### config.mk
export PLATFORM = sky130hd
export DESIGN_NAME = udp_srio_nwrite_flat
export DESIGN_NICKNAME = d
export VERILOG_FILES = /design/src/rtl/srio_pkg.sv /design/src/rtl/udp_srio_nwrite_if.sv /design/src/rtl/udp_srio_nwrite.sv /design/src/flat_wrapper.sv
export SDC_FILE = /design/constraint.sdc
export NUM_CORES = 1
export LEC_CHECK = 0
export ABC_CLOCK_PERIOD_IN_PS = 4900
export CORE_ASPECT_RATIO = 1.75
export CORE_UTILIZATION = 35
export DETAILED_ROUTE_END_ITERATION = 7
export DONT_BUFFER_PORTS = 1
export GPL_TIMING_DRIVEN = 0
export RECOVER_POWER = 100
export SYNTH_ARGS = -nofsm -noshare
export SYNTH_HDL_FRONTEND = slang
export SYNTH_SLANG_ARGS = --single-unit
### constraint.sdc
create_clock -name clk -period 4.9 [get_ports clk]
set_input_delay 0.98 -clock clk [delete_from_list [all_inputs] [get_ports clk]]
set_output_delay 0.98 -clock clk [all_outputs]
set_load 0.03 [all_outputs]
### src/rtl/srio_pkg.sv
// Shared constants, FSM encoding and header assembly for the UDP to SRIO NWRITE bridge.
package srio_pkg;

  localparam logic [3:0]  FTYPE_NWRITE  = 4'h5;
  localparam logic [3:0]  TTYPE_NWRITE  = 4'h4;
  localparam int unsigned MAX_SEG_BYTES = 256;

  typedef enum logic [1:0] {
    ST_IDLE,
    ST_HDR,
    ST_DATA,
    ST_DRAIN
  } state_t;

  // HELLO header beat: tid, ftype, ttype, prio, size-1 and the 34-bit target address.
  function automatic logic [63:0] build_hdr(input logic [7:0]  tid,
                                            input logic [1:0]  prio,
                                            input logic [7:0]  size_m1,
                                            input logic [33:0] addr);
    return {tid, FTYPE_NWRITE, TTYPE_NWRITE, 1'b0, prio, 1'b0, size_m1, 2'b00, addr};
  endfunction

endpackage

### src/rtl/udp_srio_nwrite_if.sv
// Both streams of the bridge: UDP words in, SRIO ireq beats out.
// The slave modport is the bridge itself; master is the surrounding system.
interface udp_srio_nwrite_if;

  logic [31:0] udp_axis_tdata_in;
  logic        udp_axis_tvalid_in;
  logic        udp_axis_tfirst_in;
  logic [3:0]  udp_axis_tkeep_in;
  logic        udp_axis_tlast_in;
  logic [15:0] udp_length_in;
  logic        udp_axis_tready_out;

  logic [63:0] ireq_tdata;
  logic        ireq_tvalid;
  logic [7:0]  ireq_tkeep;
  logic        ireq_tlast;
  logic [31:0] ireq_tuser;
  logic        ireq_tready;

  modport slave (
    input  udp_axis_tdata_in, udp_axis_tvalid_in, udp_axis_tfirst_in,
    input  udp_axis_tkeep_in, udp_axis_tlast_in, udp_length_in,
    output udp_axis_tready_out,
    output ireq_tdata, ireq_tvalid, ireq_tkeep, ireq_tlast, ireq_tuser,
    input  ireq_tready
  );

  modport master (
    output udp_axis_tdata_in, udp_axis_tvalid_in, udp_axis_tfirst_in,
    output udp_axis_tkeep_in, udp_axis_tlast_in, udp_length_in,
    input  udp_axis_tready_out,
    input  ireq_tdata, ireq_tvalid, ireq_tkeep, ireq_tlast, ireq_tuser,
    output ireq_tready
  );

endinterface

### src/rtl/udp_srio_nwrite.sv
// Packs the 32-bit UDP stream into 64-bit SRIO NWRITE requests, splitting each
// packet into segments of at most 256 bytes with their own header beat.
module udp_srio_nwrite
  import srio_pkg::*;
#(
  parameter logic [15:0] SRC_ID    = 16'h0001,
  parameter logic [15:0] DEST_ID   = 16'h00FF,
  parameter logic [33:0] BASE_ADDR = 34'h0,
  parameter logic [1:0]  PRIO      = 2'b01
) (
  input  logic             clk,
  input  logic             reset,
  udp_srio_nwrite_if.slave bus,
  output logic             err_len
);

  localparam logic [8:0] SEG_MAX = 9'(MAX_SEG_BYTES);

  state_t      state;
  logic [16:0] remaining;
  logic [33:0] addr;
  logic [7:0]  tid;
  logic [8:0]  seg_bytes;
  logic [8:0]  seg_cnt;
  logic [31:0] hi;
  logic [3:0]  hi_keep;
  logic        have_hi;

  logic [63:0] out_data;
  logic [7:0]  out_keep;
  logic        out_valid;
  logic        out_last;

  logic        out_free;
  logic        in_ready;
  logic        accept;
  logic [9:0]  cnt_next;
  logic        reached;
  logic        pkt_end;
  logic        seg_done;
  logic [8:0]  hdr_bytes;

  assign out_free = !out_valid || bus.ireq_tready;

  // Ready depends on state and the output register only, never on tvalid.
  always_comb begin
    // NOTE: default first so every path assigns in_ready and no latch is inferred.
    in_ready = 1'b0;
    case (state)
      ST_IDLE:  in_ready = !bus.udp_axis_tfirst_in;
      ST_HDR:   in_ready = 1'b0;
      ST_DATA:  in_ready = out_free;
      ST_DRAIN: in_ready = 1'b1;
      default:  in_ready = 1'b0;
    endcase
  end

  assign accept    = bus.udp_axis_tvalid_in && in_ready;
  assign cnt_next  = {1'b0, seg_cnt} + 10'd4;
  assign reached   = cnt_next >= {1'b0, seg_bytes};
  assign pkt_end   = reached && (remaining == {8'b0, seg_bytes});
  assign seg_done  = reached || bus.udp_axis_tlast_in;
  assign hdr_bytes = (remaining >= 17'(MAX_SEG_BYTES)) ? SEG_MAX : remaining[8:0];

  always_ff @(posedge clk) begin
    // NOTE: non-blocking throughout; the pair buffer and output data are reset too,
    // so nothing stale is visible on ireq after a mid-packet reset.
    if (reset) begin
      state     <= ST_IDLE;
      remaining <= '0;
      addr      <= '0;
      tid       <= '0;
      seg_bytes <= '0;
      seg_cnt   <= '0;
      hi        <= '0;
      hi_keep   <= '0;
      have_hi   <= 1'b0;
      out_data  <= '0;
      out_keep  <= '0;
      out_valid <= 1'b0;
      out_last  <= 1'b0;
      err_len   <= 1'b0;
    end else begin
      err_len <= 1'b0;
      if (out_free) out_valid <= 1'b0;

      case (state)
        ST_IDLE: begin
          if (bus.udp_axis_tvalid_in && bus.udp_axis_tfirst_in) begin
            remaining <= {1'b0, bus.udp_length_in} + 17'd1;
            addr      <= BASE_ADDR;
            state     <= ST_HDR;
          end
        end

        ST_HDR: begin
          if (out_free) begin
            out_data  <= build_hdr(tid, PRIO, 8'(hdr_bytes - 9'd1), addr);
            out_keep  <= 8'hFF;
            out_last  <= 1'b0;
            out_valid <= 1'b1;
            seg_bytes <= hdr_bytes;
            seg_cnt   <= '0;
            have_hi   <= 1'b0;
            state     <= ST_DATA;
          end
        end

        ST_DATA: begin
          if (accept) begin
            seg_cnt <= cnt_next[8:0];
            // A beat leaves on the second word of a pair, or early on a segment's final word.
            if (have_hi || seg_done) begin
              out_valid <= 1'b1;
              out_last  <= seg_done;
              have_hi   <= 1'b0;
              if (have_hi) begin
                out_data <= {hi, bus.udp_axis_tdata_in};
                out_keep <= {hi_keep, bus.udp_axis_tkeep_in};
              end else begin
                out_data <= {bus.udp_axis_tdata_in, 32'h0};
                out_keep <= {bus.udp_axis_tkeep_in, 4'h0};
              end
            end else begin
              hi      <= bus.udp_axis_tdata_in;
              hi_keep <= bus.udp_axis_tkeep_in;
              have_hi <= 1'b1;
            end

            if (seg_done) begin
              tid       <= tid + 8'd1;
              addr      <= addr + 34'd256;
              remaining <= remaining - {8'b0, seg_bytes};
              if (bus.udp_axis_tlast_in && !pkt_end) begin
                err_len <= 1'b1;
                state   <= ST_IDLE;
              end else if (pkt_end && !bus.udp_axis_tlast_in) begin
                err_len <= 1'b1;
                state   <= ST_DRAIN;
              end else if (pkt_end) begin
                state <= ST_IDLE;
              end else begin
                state <= ST_HDR;
              end
            end
          end
        end

        ST_DRAIN: begin
          if (accept && bus.udp_axis_tlast_in) state <= ST_IDLE;
        end

        default: state <= ST_IDLE;
      endcase
    end
  end

  assign bus.udp_axis_tready_out = in_ready;
  assign bus.ireq_tdata          = out_data;
  assign bus.ireq_tvalid         = out_valid;
  assign bus.ireq_tkeep          = out_keep;
  assign bus.ireq_tlast          = out_last;
  assign bus.ireq_tuser          = {SRC_ID, DEST_ID};

endmodule

### src/flat_wrapper.sv
// flat-port wrapper written by rule: the top's interface ports become plain ports
module udp_srio_nwrite_flat import srio_pkg::*;
#(
  parameter logic [15:0] SRC_ID    = 16'h0001,
  parameter logic [15:0] DEST_ID   = 16'h00FF,
  parameter logic [33:0] BASE_ADDR = 34'h0,
  parameter logic [1:0]  PRIO      = 2'b01
)
  (clk, reset, err_len, bus_udp_axis_tdata_in, bus_udp_axis_tvalid_in, bus_udp_axis_tfirst_in, bus_udp_axis_tkeep_in, bus_udp_axis_tlast_in, bus_udp_length_in, bus_udp_axis_tready_out, bus_ireq_tdata, bus_ireq_tvalid, bus_ireq_tkeep, bus_ireq_tlast, bus_ireq_tuser, bus_ireq_tready);
  udp_srio_nwrite_if bus_i ();
  input  logic clk;
  input  logic reset;
  output logic err_len;
  input wire logic [$bits(bus_i.udp_axis_tdata_in)-1:0] bus_udp_axis_tdata_in;
  input wire logic [$bits(bus_i.udp_axis_tvalid_in)-1:0] bus_udp_axis_tvalid_in;
  input wire logic [$bits(bus_i.udp_axis_tfirst_in)-1:0] bus_udp_axis_tfirst_in;
  input wire logic [$bits(bus_i.udp_axis_tkeep_in)-1:0] bus_udp_axis_tkeep_in;
  input wire logic [$bits(bus_i.udp_axis_tlast_in)-1:0] bus_udp_axis_tlast_in;
  input wire logic [$bits(bus_i.udp_length_in)-1:0] bus_udp_length_in;
  output wire logic [$bits(bus_i.udp_axis_tready_out)-1:0] bus_udp_axis_tready_out;
  output wire logic [$bits(bus_i.ireq_tdata)-1:0] bus_ireq_tdata;
  output wire logic [$bits(bus_i.ireq_tvalid)-1:0] bus_ireq_tvalid;
  output wire logic [$bits(bus_i.ireq_tkeep)-1:0] bus_ireq_tkeep;
  output wire logic [$bits(bus_i.ireq_tlast)-1:0] bus_ireq_tlast;
  output wire logic [$bits(bus_i.ireq_tuser)-1:0] bus_ireq_tuser;
  input wire logic [$bits(bus_i.ireq_tready)-1:0] bus_ireq_tready;
  assign bus_i.udp_axis_tdata_in = bus_udp_axis_tdata_in;
  assign bus_i.udp_axis_tvalid_in = bus_udp_axis_tvalid_in;
  assign bus_i.udp_axis_tfirst_in = bus_udp_axis_tfirst_in;
  assign bus_i.udp_axis_tkeep_in = bus_udp_axis_tkeep_in;
  assign bus_i.udp_axis_tlast_in = bus_udp_axis_tlast_in;
  assign bus_i.udp_length_in = bus_udp_length_in;
  assign bus_udp_axis_tready_out = bus_i.udp_axis_tready_out;
  assign bus_ireq_tdata = bus_i.ireq_tdata;
  assign bus_ireq_tvalid = bus_i.ireq_tvalid;
  assign bus_ireq_tkeep = bus_i.ireq_tkeep;
  assign bus_ireq_tlast = bus_i.ireq_tlast;
  assign bus_ireq_tuser = bus_i.ireq_tuser;
  assign bus_i.ireq_tready = bus_ireq_tready;
  udp_srio_nwrite #(.SRC_ID(SRC_ID), .DEST_ID(DEST_ID), .BASE_ADDR(BASE_ADDR), .PRIO(PRIO)) u_core (.clk(clk), .reset(reset), .bus(bus_i), .err_len(err_len));
endmodule
# Yosys cells after proc, flatten, opt, wreduce, memory -nomap -nowiden
# Index checks and enable logic that the tools add are counted.
[totals]
reg_bits = 191
latch_bits = 0
mem_bits_rw = 0
rom_bits = 0
input_bits = 58
out_inout_bits = 108
mem_count = 0
[classes]
addsub = 6
multipliers = 0
div = 0
n_lt_le_gt_ge = 2
n_eq_ne = 10
n_shift = 0
muxes = 46
n_bitwise = 4
reduce_logical = 24
[op_table]
columns = ["operator", "count"]
rows = [
  ["two-way mux 64 bit", 4],
  ["one-hot mux 64 bit (2 select lines)", 1],
  ["two-way mux 34 bit", 3],
  ["one-hot mux 34 bit (2 select lines)", 1],
  ["two-way mux 17 bit", 3],
  ["adder 34 x 9 -> 34 bit (second input constant)", 1],
  ["one-hot mux 17 bit (2 select lines)", 1],
  ["two-way mux 8 bit", 4],
  ["two-way mux 9 bit", 3],
  ["one-hot mux 9 bit (2 select lines)", 1],
  ["adder 16 x 1 -> 17 bit (second input constant)", 1],
  ["== test 17 x 9 -> 1 bit", 1],
  ["greater-or-equal comparator 17 x 9 -> 1 bit (second input constant)", 1],
  ["subtractor 17 x 9 -> 17 bit", 1],
  ["one-hot mux 8 bit (2 select lines)", 1],
  ["two-way mux 2 bit", 7],
  ["two-way mux 1 bit", 12],
  ["!= test 2 x 1 -> 1 bit (second input constant)", 6],
  ["adder 9 x 3 -> 10 bit (second input constant)", 1],
  ["greater-or-equal comparator 10 x 9 -> 1 bit", 1],
  ["AND reduction 3 bit", 3],
  ["adder 8 x 1 -> 8 bit (second input constant)", 1],
  ["one-hot mux 2 bit (4 select lines)", 1],
  ["AND reduction 4 bit", 2],
  ["other kinds (14)", 31],
]

# Logic depth before layout (Yosys ltp)
# Gate-level depths: netlist of the first run.
[depth]
depth_word = 9
mapped_depth = 13
mapped_depth_nobuf = 13

# Worst setup path after synthesis of the first run
# No wires, ideal clock.
[synth_path]
path_kind = "register to register"
from = "register u_core.seg_cnt[2]"
to = "register u_core.out_data[4], in the netlist u_core.bus.ireq_tdata[4]"
setup_ps = 116
arrival_time_ps = 2830
slack_ps = 1954
stages_incl_launch_ff = 14
period_less_slack_ps = 2946
cell_sequence = "dfxtp_1 ha_1 nand3_1 nor2_1 xor2_1 ha_1 nand3_1 o2bb2ai_2 nor4_4 a21bo_2 nand2_1 buf_4 buf_6 a31o_2"
[synth_via]
elab_chain_cells = 6
[synth_lines]
columns = ["element", "line", "rtl"]
rows = [
  ["start, declared", "udp_srio_nwrite.sv:24", "logic [8:0] seg_cnt;"],
  ["start signal, assigned", "udp_srio_nwrite.sv:111", "seg_cnt <= cnt_next[8:0];"],
  ["adder 9 x 3 -> 10 bit", "udp_srio_nwrite.sv:59", "assign cnt_next = {1'b0, seg_cnt} + 10'd4;"],
  ["greater-or-equal comparator 10 x 9 -> 1 bit", "udp_srio_nwrite.sv:60", "assign reached = cnt_next >= {1'b0, seg_bytes};"],
  ["logical OR 1 bit", "udp_srio_nwrite.sv:62", "assign seg_done = reached || bus.udp_axis_tlast_in;"],
  ["logical OR 1 bit", "udp_srio_nwrite.sv:113", "if (have_hi || seg_done) begin"],
  ["!= test 2 x 1 -> 1 bit (no source line)", "--", ""],
  ["AND reduction 4 bit (no source line)", "--", ""],
  ["end signal, assigned", "udp_srio_nwrite.sv:98", "out_data <= build_hdr(tid, PRIO, 8'(hdr_bytes - 9'd1), addr);"],
  ["end signal, assigned", "udp_srio_nwrite.sv:118", "out_data <= {hi, bus.udp_axis_tdata_in};"],
  ["end signal, assigned", "udp_srio_nwrite.sv:121", "out_data <= {bus.udp_axis_tdata_in, 32'h0};"],
  ["end, declared", "udp_srio_nwrite.sv:29", "logic [63:0] out_data;"],
]
# No other way between the ends.
# A chain may end at the register's enable or synchronous reset.

# Final worst setup path of the first run
[layout_path]
from = "register u_core.seg_cnt[3]"
to = "register u_core.remaining[12]"
[layout_via]
elab_chain_cells = 5
[layout_lines]
columns = ["element", "line", "rtl"]
rows = [
  ["adder 9 x 3 -> 10 bit", "udp_srio_nwrite.sv:59", ""],
  ["greater-or-equal comparator 10 x 9 -> 1 bit", "udp_srio_nwrite.sv:60", ""],
  ["logical OR 1 bit", "udp_srio_nwrite.sv:62", ""],
  ["!= test 2 x 1 -> 1 bit (no source line)", "--", ""],
  ["AND reduction 4 bit (no source line)", "--", ""],
  ["end signal, assigned", "udp_srio_nwrite.sv:90", "remaining <= {1'b0, bus.udp_length_in} + 17'd1;"],
  ["end signal, assigned", "udp_srio_nwrite.sv:133", "remaining <= remaining - {8'b0, seg_bytes};"],
  ["end, declared", "udp_srio_nwrite.sv:20", "logic [16:0] remaining;"],
]
# No other way between the ends.

==> results of run 1 <==
==> routing by layer <==
| metal | vias up | share of wire, % | global-route usage [%] |
|---|---|---|---|
| li1 | 4364 | - | - |
| met1 | 4373 | 34 | 24.0 |
| met2 | 381 | 52 | 46.1 |
| met3 | 123 | 6.8 | 6.48 |
| met4 | 0 | 7.6 | 18.7 |
| met5 | - | 0 | 0 |
==> kinds of logic (layout without fill, tap and decap cells) <==
family / Yosys count / after routing / synth area share [%]
XOR/XNOR: 51 / 51 / 4.59
buffers and inverters: 141 / 170 / 7.20
flip-flops: 181 / 181 / 37.2
multiplexers: 39 / 39 / 4.19
AND/OR/NAND/NOR: 504 / 504 / 24.8
adder cells (fa/ha/maj): 27 / 27 / 3.55
AO/OA/AOI/OAI: 262 / 262 / 18.4
other: 2 / 32 / 0.0772
==> through the flow <==
stage	cells	hold slack [ns]	setup slack [ns]	util [%]	cell area [sq um]
global placement	1606	0.439	1.16	37.7	10300
global route	1635	0.468	0.401	39.4	10800
finish	1635	0.450	0.632	39.4	10800
floorplan	1237	0.432	1.95	-	9840
CTS	1635	0.452	1.12	39.7	10800
detailed placement	1606	0.443	1.15	37.7	10300
==> placed cells by master (no fill, tap or decap), types with 6 or more instances in the layout <==
| cell | instances |
|---|---|
| or3_1 | 9 |
| mux2i_1 | 25 |
| nand2_1 | 188 |
| a311oi_1 | 26 |
| ha_1 | 26 |
| and2_1 | 7 |
| inv_1 | 25 |
| and4_1 | 14 |
| o21ai_0 | 42 |
| buf_4 | 35 |
| nand4_1 | 18 |
| clkbuf_1 | 75 |
| nor4_1 | 13 |
| a31o_2 | 10 |
| clkbuf_16 | 17 |
| a21oi_1 | 89 |
| a21o_1 | 6 |
| nand3_1 | 70 |
| xor2_1 | 16 |
| mux2_2 | 14 |
| nor3_1 | 70 |
| conb_1 | 32 |
| a211oi_1 | 29 |
| xnor2_1 | 35 |
| nor2_1 | 84 |
| dfxtp_1 | 181 |
==> cell type report <==
type	instances	area, sq um	area share, %
Multi-Input combinational cell	915	5480	50.9
Sequential cell	181	3620	33.7
Clock buffer	20	457	4.24
Clock inverter	9	81.3	0.755
Tap cell	369	462	4.29
Inverter	27	101	0.941
Buffer	114	563	5.23
==> where the power goes <==
group / total, uW / internal [uW] / switching (uW)
Combinational: 1920 / 602 / 1320
Sequential: 2270 / 1700 / 573
Clock: 1310 / 715 / 596
==> sequential cells by signal, indices dropped and copies added, names as in the netlist <==
| signal | count |
|---|---|
| u_core.have_hi | 1 |
| u_core.bus.ireq_tlast | 1 |
| u_core.tid | 8 |
| u_core.hi | 32 |
| u_core.remaining | 17 |
| u_core.bus.ireq_tdata | 64 |
| u_core.seg_cnt | 7 |
| u_core.hi_keep | 4 |
| u_core.err_len | 1 |
| u_core.state | 2 |
| u_core.bus.ireq_tkeep | 8 |
| u_core.bus.ireq_tvalid | 1 |
| u_core.addr | 26 |
| u_core.seg_bytes | 9 |
==> critical path, delay by kind of cell, from the launching register on <==
family / cells / cell delay, ns
AOI/OAI and AO/OA: 3 / 1.85
buffers and inverters: 1 / 0.44
xor gates and xnor gates: 1 / 0.22
and+or+nand+nor: 4 / 0.70
DFF: 1 / 0.38
adders and majority gates: 2 / 0.55
==> worst paths after layout <==
check | from | to | slack [ns]
hold / removal | u_core.seg_bytes[5] | u_core.seg_bytes[5] | 0.45
setup reg to reg | u_core.seg_cnt[3] | u_core.remaining[12] | 0.63
hold reg to reg | u_core.seg_bytes[5] | u_core.seg_bytes[5] | 0.45
setup / recovery | u_core.seg_cnt[3] | u_core.remaining[12] | 0.63
==> key figures, run 1 <==
Run status
  • Status: complete, but fails checks
  • Violations in the final reports: capacitance limit, slew limit

Worst setup path
  • Slowest-stage cell, CP: o41ai_2
  • Max stage delay on crit path: 1.34 ns
  • Req. time, crit path: 5.24 ns
  • Kind of critical path: flop to flop
  • Critical path, cell by cell: ha_1 > nand3_1 > nor2_1 > xor2_1 > ha_1 > nand3_1 > o2bb2ai_1 > o41ai_2 > buf_2 > nor2_1 > a32o_1
  • Startpoint Class: flop
  • R2R depth: 11
  • Arrival @ worst endpoint: about 4.6 ns
  • Nature of the critical path endpoint: flop
  • CP Max Fanout: 10

Floorplanning
  • FP Rows: 80
  • Initial Utilization: 35.6%
  • Die width: about 130 microns
  • Die area: 28,500 sq um
  • Core box area: 27,300 sq um
  • IO Pins: 166
  • Die H: approximately 220 microns

Cells and area
  • Fill cells: 2,837
  • Area added between synthesis and finish: 10.6%
  • Layout cells sized above 1: about 7.9%
  • Net total in the final layout: around 1,300
  • Diodes inserted: 0

Timing
  • Final Hold Fails: 0
  • Max_slew headroom: -0.530%
  • Worst Skew: 0.0101 ns
  • Tcrit/Tclk final: 87.1%
  • Setup TNS: 0 ns
  • Fmax: 234 MHz
  • Period minus WS final: 4.27 ns
  • Final setup vio count: 0
  • Final Max Tran Viols: 1
  • RSZ-0062 raised after global routing: no
  • Worst Tran Pin Value: around 1.5 ns

Route
  • Routed WL: 36,000 microns
  • Via count: 9,241
  • DR iter-0 viols: just over 600
  • Drt drc: 0
  • Wire per inst: 22.0 microns
  • DR pass1 iterations: 5
  • Final ANT Viol Nets: 0
  • Vias/cell: 5.65

Pwr
  • Peak supply drop: 261 uV
  • Power density over the cells: slightly above 500 nW/um^2
  • Leak: 0.00359 uW
  • Power, Total: roughly 5500 uW

Synthesis
  • Ys async rst share: 0%
  • Synth area leaders: dfxtp_1, nand2_1, a21oi_1, nand3_1, nor3_1
  • Post-synth EDFFs: 0
  • Syn Area/Cell: a little over 8 sq um
  • Register area share after synthesis: a little under two fifths
  • Share of the synthesized area in the top cell type: 37.2%
  • Post-Synthesis Cells: roughly 1,200
  • Post-synth top area cell: dfxtp_1
  • Synthesized area: 9730 sq um
  • Primary FF master, synth: dfxtp_1
  • Register bit count reported by yosys: 181
  • Top cells by count, synth: nand2_1, dfxtp_1, a21oi_1
  • Ys Warns: 0
  • Count leader, synth: nand2_1
  • Distinct cells, synth: 73

Clock tree
  • Post-CTS Resized: 0
  • CTS root buf: clkbuf_16
  • Post-CTS Hold Fix Bufs: 0
  • CTS Buf Count: 17
  • Clock-pin slew of the registers on the worst-case setup and hold paths: about 0.070 ns
  • Clock tree sinks: 181
  • CTS Buffer Depth: 2
  • CTS HTree Levels: 4
  • CTS tree: built
  • Clock latency on the worst-skew pair: 0.45 ns
  • Post-CTS Setup Inserts: 0

Flow run
  • MaxCap Viol Count: 1

GRT
  • Number of global-route vias before repair: 8,724
  • Initial antenna violation count: 0
  • Grt ovf: 0
  • Global-route wire length before repair: roughly 53,000 microns
  • Largest net degree at the start of global routing: 17
  • Gr usage total: 25.3%

Worst hold path
  • Hold Path Class: flop to flop
  • Hold Crit Depth: 2

Placement
  • Routability cong.: 0.933
  • Final HPWL DP: 28,500 microns
  • Buffers added on ports: 0
Note: power is estimated with default switching activity, not from simulation.
==> inputs of run 2 (changes only) <==
--- a/config.mk
+++ b/config.mk
@@ -12,6 +12,7 @@
 export DONT_BUFFER_PORTS = 1
 export GPL_TIMING_DRIVEN = 0
 export RECOVER_POWER = 100
+export SLEW_MARGIN = 20
 export SYNTH_ARGS = -nofsm -noshare
 export SYNTH_HDL_FRONTEND = slang
 export SYNTH_SLANG_ARGS = --single-unit
==> key figures, run 2 (synthesis gave the netlist of run 1 again) <==
GRT
  • Global-route wire length before repair: 52,900 microns (+0.17%)
  • Grt ovf: 0 (unchanged)
  • Largest net degree at the start of global routing: 17 (unchanged)
  • Gr usage total: 25.4% (+0.095 points)
  • Number of global-route vias before repair: 8,745 (+0.24%)
  • Initial antenna violation count: 1 (+1)

Clock tree
  • Clock tree sinks: 181 (unchanged)
  • CTS root buf: clkbuf_16
  • Clock-pin slew of the registers on the worst-case setup and hold paths: 0.07 ns (about the same)
  • Post-CTS Setup Inserts: 0 (unchanged)
  • CTS HTree Levels: 4 (unchanged)
  • Post-CTS Resized: 0 (unchanged)
  • CTS Buffer Depth: 2 (unchanged)
  • CTS Buf Count: 17 (unchanged)
  • Post-CTS Hold Fix Bufs: 0 (unchanged)
  • Clock latency on the worst-skew pair: 0.46 ns (about the same)
  • CTS tree: built

Pwr
  • Comb pwr share: 33.7% (-1.2 points)
  • Power density over the cells: 529 nW/um^2 (+3.3%)
  • Clk network pwr share: 26.9% (+3.1 points)
  • Int Pwr: 3240 uW (+7.5%)
  • Peak supply drop: 263 uV (+0.62%)
  • Sequential power share: 39.4% (-1.9 points)
  • Leak: 0.00365 uW (+1.7%)
  • Switching share of total power: 43.8% (-1.4 points)
  • Net switching power: 2530 uW (+1.6%)

Worst setup path
  • Cell family with most CP delay: compound AO/OA/AOI/OAI gates
  • Kind of critical path: flop to flop
  • Buf+Inv Stages, Crit Path: 2 (+1)
  • Nature of the critical path endpoint: flop
  • CP Launch Point: u_core.seg_cnt[3]
  • Max stage delay on crit path: 0.66 ns (-0.68 ns)
  • Req. time, crit path: 5.22 ns (-0.02 ns)
  • R2r startpoint: u_core.seg_cnt[3]
  • Startpoint Class: flop
  • Slowest-stage cell, CP: o2bb2ai_1
  • Arrival @ worst endpoint: 4.49 ns (-0.12 ns)
  • CP Max Fanout: 10 (unchanged)
  • Critical path, cell by cell: ha_1 > nand3_1 > nor2_1 > xor2_1 > ha_1 > nand3_1 > o2bb2ai_1 > nor4_4 > a21bo_2 > nand2_1 > clkbuf_1 > clkbuf_1 > a311oi_1

Placement
  • Placed cell count: 1,606 (unchanged)
  • Final HPWL DP: 28,500 microns (about the same)
  • Buffers added on ports: 0 (unchanged)
  • Routability cong.: 0.933 (unchanged)

Route
  • DR pass1 iterations: 5 (unchanged)
  • Wire per inst: 22.2 microns (+0.76%)
  • DR iter-0 viols: 550 (-9.5%)
  • Vias/cell: 5.64 (-0.29%)
  • Routed WL: 36,400 microns (+0.94%)
  • Via count: 9,231 (-0.11%)
  • Drt drc: 0 (unchanged)
  • Final ANT Viol Nets: 0 (unchanged)

Timing
  • Period minus WS final: 4.18 ns (-0.0924 ns)
  • Tcrit/Tclk final: 85.2% (-1.9 points)
  • Final Max Tran Viols: 0 (-1)
  • Setup TNS: 0 ns (unchanged)
  • Worst Skew: 0.00810 ns (-0.00198 ns)
  • Final setup vio count: 0 (unchanged)
  • Max_slew headroom: 33.5% (+34 points)
  • Hold Slack: 0.452 ns (+0.00129 ns)
  • RSZ-0062 raised after global routing: no
  • Worst Tran Pin Value: 0.989 ns (-0.502 ns)
  • Final Hold Fails: 0 (unchanged)
  • Fmax: 239 MHz (+2.2%)

Cells and area
  • Most frequent cells in the layout: nand2_1, dfxtp_1, a21oi_1
  • Layout cells sized above 1: 8.12% (+0.22 points)
  • Net total in the final layout: 1,341 (unchanged)
  • Final Non-Filler Cells: 1,638 (+0.18%)
  • Diodes inserted: 0 (unchanged)
  • Max FFs per register: 64 (unchanged)
  • Commonest non-fill, non-tap cell in the layout: nand2_1
  • Area added between synthesis and finish: 12.2%

Floorplanning
  • Die H: 223 microns (unchanged)
  • Core box area: 27,300 sq um (unchanged)
  • Die area: 28,500 sq um (unchanged)
  • IO Pins: 166 (unchanged)
  • Initial Utilization: 35.6% (unchanged)
  • FP Rows: 80 (unchanged)
  • Die width: 128 microns (unchanged)

Flow run
  • MaxCap Viol Count: 0 (-1)

Run status
  • Status: completed

Worst hold path
  • Worst hold start: u_core.seg_bytes[6]
  • Hold Path Class: flop to flop
==> run 2: routing by layer <==
metal  global-route usage, %  routed length, microns
met1                    24.1                   12500
met2                    46.7                   18800
met3                    6.26                    2410
met4                    18.2                    2630
met5                       0                      12
==> run 2: cell type report <==
| class | count | area [sq um] |
|---|---|---|
| fillers | 2797 | 16400 |
| clock buffers | 21 | 450 |
| well taps | 369 | 462 |
| inverters | 27 | 101 |
| flip-flops and latches | 181 | 3620 |
| multi-input cells | 915 | 5510 |
| plain buffers | 114 | 577 |
| clock inverters | 11 | 198 |
==> run 2: worst register-to-register path, stage by stage, from the launching register on <==
cell and delay, ns:
dfxtp_1 0.39, ha_1 0.25, nand3_1 0.18, nor2_1 0.17
xor2_1 0.10, ha_1 0.33, nand3_1 0.18, o2bb2ai_1 0.66
nor4_4 0.19, a21bo_2 0.27, nand2_1 0.07, clkbuf_1 0.63
clkbuf_1 0.46, a311oi_1 0.16
==> run 2: per-stage QoR <==
| step | util, % | setup slack (ns) | total power [uW] | instance area [sq um] |
|---|---|---|---|---|
| 6_report | 40.0 | 0.724 | 5770 | 10900 |
| 4_1_cts | 40.1 | 1.15 | 5780 | 11000 |
| 2_1_floorplan | - | 1.95 | 3590 | 9840 |
| 3_3_place_gp | 37.7 | 1.16 | 4230 | 10300 |
| 5_1_grt | 40.0 | 0.442 | 6020 | 10900 |
| 3_5_place_dp | 37.7 | 1.19 | 4240 | 10300 |
==> run 2: path summary, 6_finish.rpt <==
kind	endpoint	slack, ns	depth (start not counted)
min	u_core.seg_bytes[6]	0.45	2
max reg2reg	u_core.bus.ireq_tdata[14]	0.72	13
min reg2reg	u_core.seg_bytes[6]	0.45	2
max	u_core.bus.ireq_tdata[14]	0.72	13
==> run 2: power by group through the flow <==
stage | Combinational [uW] | Sequential, uW | Clock (uW)
6_report | 1940 | 2270 | 1560
5_1_grt | 2100 | 2300 | 1610
4_1_cts | 1940 | 2280 | 1560
3_5_place_dp | 1930 | 2310 | 0
3_3_place_gp | 1920 | 2310 | 0
2_1_floorplan | 1380 | 2210 | 0
